==> config.mk <==
export PLATFORM = sky130hd
export DESIGN_NAME = ur408_seq
export DESIGN_NICKNAME = d
export VERILOG_FILES = /design/src/rtl/ur408_pkg.sv /design/src/rtl/ur408_next_pc.sv /design/src/rtl/ur408_seq.sv
export SDC_FILE = /design/constraint.sdc
export NUM_CORES = 1
export LEC_CHECK = 0
export CORE_UTILIZATION = 40
export CTS_CLUSTER_SIZE = 20
export DETAILED_ROUTE_END_ITERATION = 8
export PLACE_DENSITY = 0.76
export SLEW_MARGIN = 30
export SYNTH_ARGS = -nofsm -noshare
export SYNTH_HDL_FRONTEND = slang
export SYNTH_HIERARCHICAL = 1
export SYNTH_SLANG_ARGS = --single-unit
export TNS_END_PERCENT = 100
==> constraint.sdc <==
create_clock -name clk -period 5.9 [get_ports clk]
set_clock_uncertainty 0.1 [all_clocks]
set_input_delay 0.885 -clock clk [delete_from_list [all_inputs] [get_ports clk]]
set_output_delay 0.885 -clock clk [all_outputs]
set_load 0.01 [all_outputs]
==> src/rtl/ur408_pkg.sv <==
// Shared definitions for the UR408 sequencer: state encoding and datapath widths.
package ur408_pkg;

  localparam int unsigned UR408_XLEN = 16;

  // PC increment between sequential instructions (bytes).
  localparam logic [UR408_XLEN-1:0] UR408_ILEN = 16'd2;

  typedef enum logic [1:0] {
    FETCH = 2'd0,
    EXEC  = 2'd1,
    MEM   = 2'd2,
    TRAP  = 2'd3
  } ur408_state_e;

endpackage

==> src/rtl/ur408_next_pc.sv <==
// Combinational next-PC selection for a committing non-memory instruction.
module ur408_next_pc
  import ur408_pkg::*;
(
  input  logic [15:0] pc,
  input  logic        dec_ret,
  input  logic        dec_jmp,
  input  logic        dec_bra,
  input  logic        cmp_true,
  input  logic [15:0] branch_offset,
  input  logic [15:0] jmp_target,
  input  logic [15:0] epc_in,
  output logic [15:0] next_pc
);

  // Priority: return, jump, taken branch, sequential; all sums wrap mod 2^16.
  always_comb begin
    next_pc = pc + UR408_ILEN;
    if (dec_ret) begin
      next_pc = epc_in;
    end else if (dec_jmp) begin
      next_pc = jmp_target;
    end else if (dec_bra && cmp_true) begin
      next_pc = pc + branch_offset;
    end
  end

endmodule

==> src/rtl/ur408_seq.sv <==
// UR408 instruction sequencer: fetch/exec/mem/trap FSM owning PC and IR.
module ur408_seq
  import ur408_pkg::*;
#(
  parameter logic [15:0] RESET_PC = 16'h0000
) (
  input  logic        clk,
  input  logic        rst_n,
  output logic        ibus_req,
  output logic [15:0] ibus_addr,
  input  logic        ibus_ack,
  input  logic [15:0] ibus_rdata,
  output logic [15:0] ir,
  output logic [15:0] pc,
  input  logic        dec_mem_read,
  input  logic        dec_mem_write,
  input  logic        dec_bra,
  input  logic        dec_jmp,
  input  logic        dec_ret,
  input  logic        dec_cr_write,
  input  logic        dec_gpr_write,
  input  logic [15:0] branch_offset,
  input  logic        cmp_true,
  input  logic [15:0] jmp_target,
  input  logic [15:0] epc_in,
  input  logic [15:0] tvec,
  input  logic        irq,
  input  logic        irq_en,
  output logic        dbus_req,
  output logic        dbus_we,
  input  logic        dbus_ack,
  output logic        gpr_we,
  output logic        cr_we,
  output logic        epc_we,
  output logic [15:0] epc_out,
  output logic        irq_ack
);

  ur408_state_e state_q, state_d;
  logic [15:0]  pc_q, pc_d;
  logic [15:0]  ir_q, ir_d;
  logic [15:0]  next_pc;
  logic         take_irq;

  ur408_next_pc u_next_pc (
    .pc            (pc_q),
    .dec_ret       (dec_ret),
    .dec_jmp       (dec_jmp),
    .dec_bra       (dec_bra),
    .cmp_true      (cmp_true),
    .branch_offset (branch_offset),
    .jmp_target    (jmp_target),
    .epc_in        (epc_in),
    .next_pc       (next_pc)
  );

  assign take_irq  = irq & irq_en;
  assign pc        = pc_q;
  assign ir        = ir_q;
  assign ibus_addr = pc_q;
  assign epc_out   = pc_q;

  // State, PC and IR registers.
  always_ff @(posedge clk or negedge rst_n) begin
    if (!rst_n) begin
      state_q <= FETCH;
      pc_q    <= RESET_PC;
      ir_q    <= '0;
    end else begin
      state_q <= state_d;
      pc_q    <= pc_d;
      ir_q    <= ir_d;
    end
  end

  // Next-state, bus handshakes and one-cycle commit strobes.
  always_comb begin
    state_d  = state_q;
    pc_d     = pc_q;
    ir_d     = ir_q;
    ibus_req = 1'b0;
    dbus_req = 1'b0;
    dbus_we  = 1'b0;
    gpr_we   = 1'b0;
    cr_we    = 1'b0;
    epc_we   = 1'b0;
    irq_ack  = 1'b0;
    case (state_q)
      FETCH: begin
        // Reset parks the FSM in FETCH; gating with rst_n keeps the request low while held.
        ibus_req = rst_n;
        if (ibus_ack) begin
          ir_d    = ibus_rdata;
          state_d = EXEC;
        end
      end
      EXEC: begin
        if (dec_mem_read || dec_mem_write) begin
          state_d = MEM;
        end else begin
          gpr_we  = dec_gpr_write;
          cr_we   = dec_cr_write;
          pc_d    = next_pc;
          state_d = take_irq ? TRAP : FETCH;
        end
      end
      MEM: begin
        dbus_req = 1'b1;
        dbus_we  = dec_mem_write;
        if (dbus_ack) begin
          gpr_we  = dec_mem_read;
          pc_d    = pc_q + UR408_ILEN;
          state_d = take_irq ? TRAP : FETCH;
        end
      end
      TRAP: begin
        epc_we  = 1'b1;
        irq_ack = 1'b1;
        pc_d    = tvec;
        state_d = FETCH;
      end
      default: begin
        state_d = FETCH;
      end
    endcase
  end

endmodule

==> summary.md <==
| Metric | Value |
|---|---|
| Worst Hold Class | reg2reg |
| Core box area | 8850 um2 |
| Distinct cell type count after synthesis | 65 |
| Final Hold Viols | 0 |
| Post-synthesis instance area | 3710 um2 |
| H-tree depth | 2 |
| Input/output buffers | 164 |
| Num CTS Buffers | 5 |
| Slowest stage cell, crit path | a221o_2 |
| Top-count cell post-synth | dfrtp_1 |
| Top delay family on crit path | compound AO/OA/AOI/OAI gates |
| Failing checks | DRC |
| CTS clk-pin slew, worst paths | 0.07 ns |
| Layout cell share with drive strength beyond 1 | 6.15% |
| Outcome | complete, but fails checks |
| Min Clock Period, post-route | 3.53 ns |
| TritonCTS clock tree | built |
| Syn nets | 572 |
| GRT Util Overall | 25.4% |
| Final setup vio count | 0 |
| Row Count | 34 |
| Diodes inserted | 0 |
| Maximum clock frequency | 0.283 GHz |
| GRT overflow | 0 |
| VDD IR max | 0.314 mV |
| Io pins | 165 |
| Post-synth top cells | 34 x dfrtp_1, 33 x buf_4, 31 x nor2_1 |
| Die H | 98.3 um |
| Max-slew violations | 0 |
| Syn Area/Cell | 8.15 um2 |
| FILL cells | 801 |
| Setup TNS | 0 ns |
| Top area cells in the synthesized netlist | dfrtp_1 23%, ha_1 7.4%, buf_4 6.7% |
| Post-synth EDFFs | 0 |
| Core Util, Final | 59.2% |
| Vias in the first global route | 3990 |
| Area added between synthesis and finish | 41.2% |
| First-pass GRT wire length | 19800 um |
| Critical path type | in2reg |
| Synthesis Warnings | 6 |
| Largest net degree at the start of global routing | 36 |
| Chip width | 98.3 um |
| Asr flop ratio synth | 100% |
| Lkg Pwr | 0.00205 uW |
| Sequential share of the synthesized area | 22.9% |
| Startpoint Class | input port |
| CP endpoint kind | flop |
| Post-Syn Instances | 455 |
| DR vias | 4141 |
| WP data arrival | 3.57 ns |
| Power per cell area | 470 nW/um2 |
| Pre-Repair DR Iteration Count | 7 |
| WL per Instance | 18.2 um |
| Max-Cap Viols | 0 |
| WL final | 12300 um |
| Initial antenna violation count | 0 |
| Rel. slew slack | 40.5% |
| Placer Congestion | 0.896 |
| Initial DRC count | 360 |
| Worst-Margin Slew | 0.889 ns |
| Die outline area | 9660 um2 |
| Period Utilization, post-route | 59.9% |
| Unrepaired setup endpoints after global routing | false |
| Root buffer cell | clkbuf_8 |
| Initial Util | 41.9% |
| ANT nets after route | 0 |
| CP peak stage delay | 0.43 ns |
| Max Fanout on Critical Path | 5 |
| #FFs+latches synth | 34 |
| Clock buffer depth | 2 |
| Final net count | 687 |
| Clock latency on the worst-skew pair | 0.28 ns |
| Tot Pwr | 2460 uW |
| Sink Count | 34 |
| DRC | 8 |
| Yosys top cell area share | 22.9% |
| Cell taking the most area after synthesis | dfrtp_1 |
| Top FF cell, synth | dfrtp_1 |
| Worst path required time | 5.94 ns |
| Hold buffer count at CTS | 0 |
| CP Buf/Inv Count | 1 |
| Vias/cell | 6.12 |
| Critical path cell sequence | clkdlybuf4s50_1 -> ha_1 -> fa_1 -> a21o_1 -> a221o_2 -> a31o_1 -> o31ai_1 -> nand2_1 -> a22oi_1 -> o31a_1 -> o22ai_1 |
| # Post-CTS Setup Buffers | 0 |
| Final HPWL DP | 9430 um |
| Resize count post-CTS | 0 |
[final cells by class]
type | instances | area, um2 | share of cell area (%)
inverters | 16 | 60.1 | 1.15
multi-input cells | 348 | 2460 | 47.0
well taps | 108 | 135 | 2.58
flip-flops and latches | 34 | 851 | 16.2
clock buffers | 6 | 82.6 | 1.58
repair buffers | 165 | 1650 | 31.5
[power by group]
group / leakage [uW] / switching [uW] / total, uW / internal (uW)
sequential: 0.000407 / 238 / 589 / 352
combinational: 0.00160 / 827 / 1700 / 876
clock: 0.0000431 / 81.6 / 172 / 90.0
[per-stage QoR]
step           area [um2]  cells  setup WS [ns]  hold WS (ns)
2_1_floorplan        3710    455           2.71         0.434
6_report             5240    677           2.37         0.404
3_5_place_dp         5150    671           2.09         0.396
4_1_cts              5230    677           2.39         0.408
3_3_place_gp         5150    671           2.13         0.389
5_1_grt              5240    677           2.18         0.419
[flip-flops by register name, indices dropped and copies added, names as in the netlist]
| signal | flops |
|---|---|
| epc_out | 16 |
| state_q | 2 |
| ir | 16 |
[placed cells by master, fill, tap and decap left out, drive strengths merged, types with 11 or more instances in the layout]
cell type | Yosys | final
a221oi | 11 | 11
nand4 | 11 | 11
nand2 | 30 | 30
dfrtp | 34 | 34
clkdlybuf4s50 | 0 | 164
o21ai | 26 | 26
ha | 22 | 22
inv | 16 | 16
nor3 | 15 | 15
mux2 | 17 | 17
a21oi | 27 | 27
nor2 | 31 | 31
nand3 | 15 | 15
[worst paths after layout]
kind | start | end | slack [ns] | cells after the start
setup / recovery | branch_offset[0] | epc_out[8]$_DFFE_PN0P_ | 2.37 | 11
hold / removal | ir[14]$_DFFE_PN0P_ | ir[14]$_DFFE_PN0P_ | 0.40 | 1
setup reg to reg | epc_out[1]$_DFFE_PN0P_ | epc_out[9]$_DFFE_PN0P_ | 2.79 | 9
hold reg to reg | ir[14]$_DFFE_PN0P_ | ir[14]$_DFFE_PN0P_ | 0.40 | 1
max in group asynchronous | rst_n | ir[1]$_DFFE_PN0P_ | 4.47 | 2
min in group asynchronous | rst_n | epc_out[15]$_DFFE_PN0P_ | 0.91 | 2
[metal layers]
metal  GRT usage, %  up-vias  share of wire [%]
met1           33.4     1974                 42
met2           43.9      219                 49
met3           3.44       14                7.2
li1               -     1934                  -
met4           6.08        0                1.1
met5              0        -                  0
[logic make-up after synthesis]
family / count (synthesis) / synth area share [%]
AO/OA/AOI/OAI: 144 / 28.0
buffers and inverters: 73 / 10.9
multiplexers: 18 / 5.43
adder cells (fa/ha/maj): 23 / 7.96
flip-flops: 34 / 22.9
AND/OR/NAND/NOR: 146 / 20.7
XOR/XNOR: 17 / 4.02
Note: power is estimated with default switching activity, not from simulation.
==> variant 1, RTL diff (same settings) <==
Re-encode `ur408_state_e` (4 states) as Gray code, 2 bits wide.
--- a/src/rtl/ur408_pkg.sv
+++ b/src/rtl/ur408_pkg.sv
@@ -8,8 +8,8 @@
 
   typedef enum logic [1:0] {
-    FETCH = 2'd0,
-    EXEC  = 2'd1,
-    MEM   = 2'd2,
-    TRAP  = 2'd3
+    FETCH = 2'b00,
+    EXEC  = 2'b01,
+    MEM   = 2'b11,
+    TRAP  = 2'b10
   } ur408_state_e;
 
Behaviour: same outputs for any inputs over 10 cycles, from zero or initial values and one cycle with rst_n low; not proved beyond that.
==> variant 1 against the unedited design <==
- power grew 0.37%
- synthesized area grew 2.3%
- worst setup slack lost 0.64 ns
- hold slack gained 0.00072 ns
- utilization shrank 1.0 points
- sequential cell count is the same
- cell area grew 2.1%
- sequential power grew 2%
- via count shrank 0.17%
- routed wire length grew 2.5%
- critical path type unchanged
- critical endpoint is now epc_out[13]$_DFFE_PN0P_
- largest power group unchanged
==> variant 1: results (changes against the unedited design) <==
Outcome:
- The flow ran to the end, and the final reports show no timing, DRC or antenna violations.

Global routing:
- The met1 usage is 0.322 (-0.0121).
- The combined global-route utilization of all metal layers came to 0.249 (-0.00426).
- The wire length of the first global-routing pass is 19800 um (-0.11%).

Worst hold path:
- The path with the worst hold slack has its endpoint at ir[1]$_DFFE_PN0P_.
- The startpoint of the tightest hold check path is ir[1]$_DFFE_PN0P_.

Power:
- The share of total power consumed by net switching came to 0.463 (-0.00219).
- The leakage component of the power is 2.08 nW (+1.5%).
- The combinational cell fraction of total power is 0.686 (-0.005).
- The sequential share of power was 0.243 (+0.004).

Critical path:
- The data arrival time of the critical path is 4.30 ns (+0.73 ns).
- The worst-path cell with the longest stage delay is sky130_fd_sc_hd__a2111oi_0.
- The endpoint of the most critical setup path is epc_out[13]$_DFFE_PN0P_.
- The register-to-register path setup slack is 2.07 ns (-0.72 ns).

Yosys:
- The portion of the post-synthesis area used by sequential elements is 0.224 (-0.00522).
- After synthesis, the cell types taking the most area are sky130_fd_sc_hd__dfrtp_1 (22%), sky130_fd_sc_hd__ha_1 (7.3%), sky130_fd_sc_hd__buf_4 (6.5%).
- The share of the synthesized area in compound gates (AO/OA/AOI/OAI) is 0.263 (-0.0166).
- The parity-gate share of the synthesized area counting xor and xnor cells came to 0.0392 (-0.000913).

Drt:
- The mean number of vias per cell is 5.97 (-2.5%).
- The average wire per standard cell is 18.2 um (+0.18%).
- The via count is 4134 (-0.17%).
- The total length of routed met2 wires is 6310 um (+4.0%).

Placed design:
- The last weighted congestion value of the routability-driven placer is 0.937 (+4.6%).
- The post-place setup slack was 1.54 ns (-0.554 ns).

Timing:
- The pin slew with the least headroom to its limit is 0.846 ns (-0.0433 ns).
- The least setup slack across all paths after layout was 1.72 ns (-0.641 ns).
-- variant 1: changes by cell type after synthesis, sizes merged, moves of 4 or more --
cell,before,now
buf,36,40
mux2i,1,5
o21ai,26,21
nand3,15,23
a222oi,4,0
nor3,15,9
nand2,30,35
clkbuf,21,15
nor3b,1,7
-- variant 1: cell type report --
type	count	area, um^2
clock buffer	7	86.3
sequential	34	851
fill	831	3850
multi-input combinational	360	2560
inverter	14	52.6
timing repair buffer	166	1660
clock inverter	1	5.00
tap	111	139
-- variant 1: kinds of logic (layout without fill, tap and decap cells) --
logic type | Yosys count | count (layout)
buf+inv | 69 | 188
flops | 34 | 34
fa+ha+maj | 23 | 23
mux | 21 | 21
compound gates | 138 | 138
xor+xnor | 17 | 17
simple gates | 161 | 161
==> variant 2, RTL diff (config.mk and constraints unchanged) <==
Made on the original files. Reset style: synchronous (`rst_n`), changed in one clocked block.
--- a/src/rtl/ur408_seq.sv
+++ b/src/rtl/ur408_seq.sv
@@ -62,5 +62,5 @@
 
   // State, PC and IR registers.
-  always_ff @(posedge clk or negedge rst_n) begin
+  always_ff @(posedge clk) begin
     if (!rst_n) begin
       state_q <= FETCH;
Behaviour: differs if rst_n is asserted again (counterexample within 4 cycles, from zero or initial values and one cycle with rst_n low); with rst_n held inactive, the same outputs for 10 cycles.
==> variant 2 against the unedited design <==
- routed wire length increased by 2.3%
- worst setup slack improved by 0.018 ns
- register-to-register slack got worse by 0.09 ns
- synthesized area increased by 2.9%
- cell area increased by 2.1%
- sequential cell count unchanged
- fmax increased by 0.51%
Power is not compared: it rests on default switching activity, and its combinational part moved more than twofold at a synthesized area within 25%.
==> variant 2: results (changes against the unedited design) <==
Outcome:
- The run finished with clean final reports.

Yosys:
- After synthesis, the most frequently instantiated cells are sky130_fd_sc_hd__nand2_1 (67), sky130_fd_sc_hd__dfxtp_1 (34), sky130_fd_sc_hd__buf_4 (33), sky130_fd_sc_hd__a21oi_1 (30), sky130_fd_sc_hd__nor2_1 (27).
- The fraction of synthesis flops using an asynchronous set or reset pin was 0 (-1.00).
- The synthesized instance count is 506 (+11%).
- The post-synth net total is 623 (+8.9%).
- The most used flip-flop cell after synthesis is sky130_fd_sc_hd__dfxtp_1.
- The number of distinct library cells after synthesis is 77 (+18%).
- The portion of the post-synthesis area used by sequential elements came to 0.178 (-0.0511).
- By area the synthesized netlist is led by sky130_fd_sc_hd__dfxtp_1 (18%), sky130_fd_sc_hd__ha_1 (7.2%), sky130_fd_sc_hd__nand2_1 (6.6%).

Placed design:
- The last weighted congestion value of the routability-driven placer is 0.917 (+2.3%).
- The half-perimeter wire length after detailed placement is 9560 um (+1.4%).
- The quantity of I/O buffers inserted on ports is 164 (unchanged).

Global routing:
- The combined global-route utilization of all metal layers is 0.246 (-0.00782).
- The largest net degree at the start of global routing is 41 (+14%).
- The wire length of the first global-routing pass is 19700 um (-0.60%).
- The via count of the first global-routing pass came to 3945 (-1.1%).

CTS:
- The library cell used as clock root buffer is sky130_fd_sc_hd__clkbuf_8.
- The clock-pin slew on the worst setup and hold paths is 0.07 ns (about the same).
- The count of cells resized by post-cts repair was 0 (unchanged).

Drt:
- The number of iterations in the first detailed-routing pass is 4 (-3).
- The mean number of vias per cell is 5.85 (-4.4%).
- The total wire length after detailed routing is 12600 um (+2.3%).
- The DRC violation total after the first TritonRoute iteration is 305 (-15%).

Critical path:
- The kind of cell with the highest combined delay along the critical path is compound AO/OA/AOI/OAI gates.
- The worst-path cell with the longest stage delay is sky130_fd_sc_hd__clkdlybuf4s50_1.
- The data arrival time of the critical path was 3.60 ns (+0.03 ns).
- The delay of the slowest critical-path stage is 0.51 ns (+0.08 ns).
- The worst register-to-register path begins at epc_out[4]$_SDFFE_PN0P_.
- The most critical setup path has its startpoint at branch_offset[1].

Worst hold path:
- The startpoint identified for the worst hold timing path is ir[11]$_SDFFE_PN0P_.

Final layout:
- The share of post-route cells with drive strength above 1 is 0.0484 (-0.0131).
- The number of filler cells placed in the layout was 863 (+7.7%).
- The filler-free cell count of the finished design is 749 (+11%).
- The final net count came to 736 (+7.1%).

Timing:
- The relative max-transition margin is 0.412 (+0.00646).

Power:
- The maximum vdd ir drop is 0.112 mV.
variant 2: final timing paths:
| check | end | slack [ns] | depth (start not counted) |
|---|---|---|---|
| setup / recovery | epc_out[9]$_SDFFE_PN0P_ | 2.38 | 11 |
| hold / removal | ir[11]$_SDFFE_PN0P_ | 0.36 | 2 |
| setup reg to reg | epc_out[9]$_SDFFE_PN0P_ | 2.70 | 10 |
| hold reg to reg | ir[11]$_SDFFE_PN0P_ | 0.36 | 2 |
variant 2: area by class of cell:
class,instances,area share
multi-input cells,401,0.504
repair buffers,166,0.310
flip-flops and latches,34,0.127
well taps,129,0.0302
clock buffers,8,0.0206
inverters,11,0.00772
variant 2: logic make-up after synthesis:
kind of cell / synth area share
adder cells (fa/ha/maj): 0.0774
AO/OA/AOI/OAI: 0.327
XOR/XNOR: 0.0390
buffers and inverters: 0.116
multiplexers: 0.00262
AND/OR/NAND/NOR: 0.260
flip-flops: 0.178
variant 2: metrics by stage:
step                area, um^2  total power [W]  setup WS (ns)
floorplan                 3820         0.000532           2.75
global placement          5240         0.000699           2.13
detailed placement        5240         0.000703           2.09
CTS                       5350         0.000910           2.40
global route              5350         0.000959           2.18
finish                    5350         0.000908           2.38
variant 2: power by group through the flow:
stage | Sequential, W | Combinational (W) | Clock (W)
after floorplan | 0.000294 | 0.000238 | 0
after global placement | 0.000299 | 0.000400 | 0
after detailed placement | 0.000300 | 0.000403 | 0
after CTS | 0.000295 | 0.000405 | 0.000211
after global routing | 0.000300 | 0.000439 | 0.000220
final | 0.000295 | 0.000407 | 0.000205
variant 2: metal layers:
metal	global-route usage	vias up	routed length (um)	share of wire
met5	0	-	0	0
met4	0.0419	0	100	0.0079
met3	0.0288	9	935	0.074
met2	0.417	210	6000	0.48
met1	0.337	2070	5550	0.44
li1	-	2093	-	-
